**src/rtl/inst_fetcher.sv**
```systemverilog
// Instruction fetch front end: owns the PC, fetches one instruction at a time from the
// ICache, predicts the next PC statically and queues {inst, pc, pred_pc} for the decoder.
module inst_fetcher #(
  parameter int          IQ_LOG   = 4,
  parameter logic [31:0] RESET_PC = 32'h0
) (
  input  logic        clk_in,
  input  logic        rst_n_in,
  input  logic        rdy_in,
  output logic        icache_req_valid,
  output logic [31:0] icache_req_addr,
  input  logic        icache_resp_valid,
  input  logic [31:0] icache_resp_inst,
  input  logic        flush_in,
  input  logic [31:0] flush_pc_in,
  input  logic        deq_ready_in,
  output logic        out_valid,
  output logic [31:0] out_inst,
  output logic [31:0] out_pc,
  output logic [31:0] out_pred_pc
);

  localparam int DEPTH = 2 ** IQ_LOG;

  typedef enum logic {
    S_IDLE,
    S_WAIT
  } state_t;

  state_t              r_state;
  state_t              w_state_nxt;
  logic                r_discard;
  logic                w_discard_nxt;
  logic [31:0]         r_pc;
  logic [31:0]         r_req_addr;
  logic [IQ_LOG-1:0]   r_head;
  logic [IQ_LOG-1:0]   r_tail;
  logic [IQ_LOG:0]     r_count;
  logic [31:0]         r_inst_mem [DEPTH];
  logic [31:0]         r_pc_mem   [DEPTH];
  logic [31:0]         r_pred_mem [DEPTH];

  logic                w_full;
  logic                w_issue;
  logic                w_push;
  logic                w_pop;
  logic [31:0]         w_jimm;
  logic [31:0]         w_pred;

  assign w_full  = r_count[IQ_LOG];
  assign w_jimm  = {{12{icache_resp_inst[31]}}, icache_resp_inst[19:12], icache_resp_inst[20],
                    icache_resp_inst[30:21], 1'b0};
  assign w_pred  = (icache_resp_inst[6:0] == 7'b1101111) ? (r_req_addr + w_jimm)
                                                         : (r_req_addr + 32'd4);

  // NOTE: every signal driven here gets a default first so no path leaves it unassigned (no latch).
  always_comb begin
    w_state_nxt      = r_state;
    w_discard_nxt    = r_discard;
    w_issue          = 1'b0;
    w_push           = 1'b0;
    icache_req_valid = 1'b0;
    case (r_state)
      S_IDLE: begin
        if (!flush_in && !w_full) begin
          w_issue     = 1'b1;
          w_state_nxt = S_WAIT;
        end
      end
      S_WAIT: begin
        icache_req_valid = 1'b1;
        if (icache_resp_valid) begin
          w_push        = !r_discard && !flush_in;
          w_state_nxt   = S_IDLE;
          w_discard_nxt = 1'b0;
        end else if (flush_in) begin
          // The cache cannot abort an issued fetch, so its eventual response must be dropped.
          w_discard_nxt = 1'b1;
        end
      end
      default: w_state_nxt = S_IDLE;
    endcase
  end

  assign w_pop = out_valid && deq_ready_in && !flush_in;

  // NOTE: state registers use non-blocking assignments so all flops update together at the edge.
  always_ff @(posedge clk_in or negedge rst_n_in) begin
    if (!rst_n_in) begin
      r_state    <= S_IDLE;
      r_discard  <= 1'b0;
      r_pc       <= RESET_PC;
      r_req_addr <= 32'h0;
    end else if (rdy_in) begin
      r_state   <= w_state_nxt;
      r_discard <= w_discard_nxt;
      if (flush_in)     r_pc <= flush_pc_in;
      else if (w_push)  r_pc <= w_pred;
      if (w_issue)      r_req_addr <= r_pc;
    end
  end

  always_ff @(posedge clk_in or negedge rst_n_in) begin
    if (!rst_n_in) begin
      r_head  <= '0;
      r_tail  <= '0;
      r_count <= '0;
    end else if (rdy_in) begin
      if (flush_in) begin
        r_head  <= '0;
        r_tail  <= '0;
        r_count <= '0;
      end else begin
        if (w_pop)  r_head <= r_head + IQ_LOG'(1);
        if (w_push) r_tail <= r_tail + IQ_LOG'(1);
        r_count <= r_count + {{IQ_LOG{1'b0}}, w_push} - {{IQ_LOG{1'b0}}, w_pop};
      end
    end
  end

  // NOTE: storage is reset so an empty queue presents zeros rather than X on out_*.
  always_ff @(posedge clk_in or negedge rst_n_in) begin
    if (!rst_n_in) begin
      for (int i = 0; i < DEPTH; i++) begin
        r_inst_mem[i] <= '0;
        r_pc_mem[i]   <= '0;
        r_pred_mem[i] <= '0;
      end
    end else if (rdy_in && w_push) begin
      r_inst_mem[r_tail] <= icache_resp_inst;
      r_pc_mem[r_tail]   <= r_req_addr;
      r_pred_mem[r_tail] <= w_pred;
    end
  end

  assign icache_req_addr = r_req_addr;
  assign out_valid       = (r_count != '0);
  assign out_inst        = r_inst_mem[r_head];
  assign out_pc          = r_pc_mem[r_head];
  assign out_pred_pc     = r_pred_mem[r_head];

endmodule

```
**config.mk**
```make
export PLATFORM = sky130hd
export DESIGN_NAME = inst_fetcher
export DESIGN_NICKNAME = d
export VERILOG_FILES = /design/src/rtl/inst_fetcher.sv
export SDC_FILE = /design/constraint.sdc
export NUM_CORES = 2
export LEC_CHECK = 0
export ABC_AREA = 0
export ABC_CLOCK_PERIOD_IN_PS = 3800
export CORE_MARGIN = 2
export CORE_UTILIZATION = 35
export DETAILED_ROUTE_END_ITERATION = 7
export SYNTH_ARGS = -nofsm -noshare
export SYNTH_HDL_FRONTEND = slang
export SYNTH_SLANG_ARGS = --single-unit
```
**constraint.sdc**
```tcl
create_clock -name clk_in -period 3.8 [get_ports clk_in]
set_input_delay 0.95 -clock clk_in [delete_from_list [all_inputs] [get_ports clk_in]]
set_output_delay 0.95 -clock clk_in [all_outputs]
set_load 0.005 [all_outputs]
```
==> out/results.tsv <==
metric	value	unit
Port Buf Inserts	199	
Synthesis Warnings	0	
pwr/cell area	583	nW/µm²
CTS Sinks	1599	
Final Routed Wirelength	258	mm
Setup CP Type	flop to primary output	
gpl congestion	0.904	
slew at the pin closest to its max-slew limit	1040	ps
IO Count	200	
Slew headroom	30.6	%
commonest cells in the netlist	3538 x nand2_1, 1599 x dfrtp_1, 521 x clkbuf_1	
final setup TNS	-24550	ps
net switching power	0.0169	W
Routed Antenna Nets	0	
met3 Track Usage GR	3.97	%
Die H	464	µm
fraction of layout cells with a size suffix above 1	19.5	%
maximum root-to-sink buffer count	3	
Critical Path Most Common Cell	buf_12	
total track usage	23.7	%
placed inst area	82000	µm²
final instance area	89600	µm²
initial antenna violation count	6	
failing checks	setup timing	
delay-heaviest family, CP	multiplexers	
period utilization	110	%
CTS HTree Levels	4	
Routed WL per cell	24.3	µm
Max stage delay cell, worst path	mux4_2	
Flop pwr share	36.1	%
register clock-pin slew on the reported worst setup and hold paths	60	ps
Max VDD drop	507	µV
Mean Syn Cell Area	10.0	µm²
Mapped Cells	7390	
EDFF count, synth	0	
core area	210000	µm²
synth unique cells	89	
CTS buffer count	170	
dpl cells	10200	
clk_lat worst skew	830	ps
nets	7789	
total grt overflow	0	
met2 global-route usage	38.6	%
Required @ worst endpoint	2850	ps
first-pass GRT wire length	384	mm
most numerous cell in the Yosys netlist	nand2_1	
Syn-to-layout area delta	21.0	%
drt pass-1 iters	6	
Vias/cell	5.40	
Post-synth ARST share	100	%
ys flop type	dfrtp_1	
Die W	464	µm
max incr delay on CP	560	ps
area of the mapped netlist	74000	µm²
hpwl dp	152	mm
area leader, netlist	dfrtp_1	
min setup slack post-route	-392	ps
Crit path buffers/inverters	6	
fmax	239	MHz
Layout Cells excl Fill	10600	
crit-path cells	buf_12 > buf_12 > buf_16 > buf_16 > buf_12 > mux4_2 > mux4_2 > buf_6	
via count	57300	
GR peak layer	met2	
status	finished, violations left	
hold crit path type	flop to flop	
post-synth top area share	54.0	%
Fin. Hold Viols	0	
Seq cells post-synth	1599	
vias in the first global route	58700	
Sw Share	32.3	%
RSZ-0062 raised after global routing	yes	
CTS tree	yes	
sequential fraction of the synthesis area	54.0	%
Post-Route Skew	33.7	ps
combinational share of power	32.1	%
dominant cells by area after synthesis	dfrtp_1 54%, nand2_1 18%, mux4_2 14%	
final setup violation count	96	
Clk pwr share	31.8	%
Root Driver	clkbuf_16	
starting density of the core	35.3	%
Crit. End Element	primary output	
Lkg Pwr	43.4	nW
P_int	0.0354	W
Detailed Route Iter0 Violations	6249	
Worst EP arrival	3240	ps
max-cap viol count	0	
routing usage on met1	31.0	%
detailed-route DRC error count	0	
Pins Over Slew Limit	0	
crit path time final	4190	ps
CP startpoint kind	flop	
Synth Net Count	7504	
fin util	42.7	%
FP Rows	168	
CP max FO	7	
pin count of the biggest net entering global routing	141	
die area	215000	µm²
final cells by class:
cell class / count / area, µm²
diodes: 2 / 5.00
clock buffers: 253 / 5040
clock inverters: 43 / 522
fillers: 19600 / 120000
inverters: 22 / 82.6
multi-input cells: 5136 / 31600
flip-flops and latches: 1599 / 40000
well taps: 2805 / 3510
repair buffers: 746 / 8860
power groups by stage:
stage / sequential (W) / combinational, W / clock (W)
final: 0.0189 / 0.0168 / 0.0166
after global routing: 0.0189 / 0.0178 / 0.0175
after CTS: 0.0188 / 0.0167 / 0.0169
after detailed placement: 0.0192 / 0.0147 / 0
after global placement: 0.0191 / 0.0146 / 0
after floorplan: 0.0188 / 0.00760 / 0
worst paths after layout:
path | from | cells after the start | endpoint | slack, ps
worst min register to register | r_inst_mem[164]$_DFFE_PN0P_ | 2 | r_inst_mem[164]$_DFFE_PN0P_ | 470
max in group asynchronous | rst_n_in | 4 | r_pc_mem[350]$_DFFE_PN0P_ | 1760
worst max register to register | icache_req_addr[2]$_DFFE_PN0P_ | 12 | r_pred_mem[83]$_DFFE_PN0P_ | 410
worst min-delay path | r_inst_mem[164]$_DFFE_PN0P_ | 2 | r_inst_mem[164]$_DFFE_PN0P_ | 470
worst max-delay path | r_head[0]$_DFFE_PN0P_ | 8 | out_inst[15] | -390
min in group asynchronous | rst_n_in | 2 | r_inst_mem[278]$_DFFE_PN0P_ | 640
repair_timing:
action                                 CTS  global route
setup endpoints to repair               96            97
gates cloned                            28             5
setup buffers                           73            31
gates resized for setup                536            58
endpoints found under the hold margin   14             0
hold buffers                             1             0
pin swaps                                0             0
logic make-up (layout without fill, tap and decap cells):
kind of cell,count (synthesis),after routing,share of synthesized area [%]
buffers and inverters,655,1064,3.72
multiplexers,542,542,15.5
other,0,2,0
XOR/XNOR,41,41,0.495
AND/OR/NAND/NOR,3800,3800,19.8
AO/OA/AOI/OAI,709,709,5.68
flip-flops,1599,1599,54.0
adder cells (fa/ha/maj),44,44,0.764
worst min-delay path, cell delays in order, from the launching register on:
cell     delay (ps)
dfrtp_1         330
nand2_1          50
nand2_1          50
per-stage QoR:
step	hold slack, ps	total power, W	worst slack, ps
after global routing	480	0.0543	-432
after detailed placement	457	0.0339	-627
final	469	0.0523	-392
after CTS	471	0.0524	-499
after global placement	452	0.0337	-597
after floorplan	440	0.0264	205
layout by cell type, fill, tap and decap left out, types with 84 or more instances in the layout:
master and count:
o21ai_1 136, dfrtp_1 1595, clkbuf_16 178, buf_4 309, o21ai_0 358, buf_12 156, buf_6 89, nand2_1 3538
nor2_1 84, clkdlybuf4s50_1 101, mux4_2 475
flip-flops by register name, indices dropped and copies added (netlist names), 4 cells and up:
name,count
r_pc,32
r_pred_mem,496
r_count,5
r_tail,4
r_pc_mem,512
r_inst_mem,512
r_head,4
icache_req_addr,32
metal layers:
metal  up-vias  share of wire, %  wire [µm]
li1      25000                 -          -
met1     29300                40     103000
met2      2550                47     122000
met3       550               7.6      19500
met4         2               4.9      12500
met5         -            0.0027          7
No activity file was read; power rests on OpenSTA's default activity.
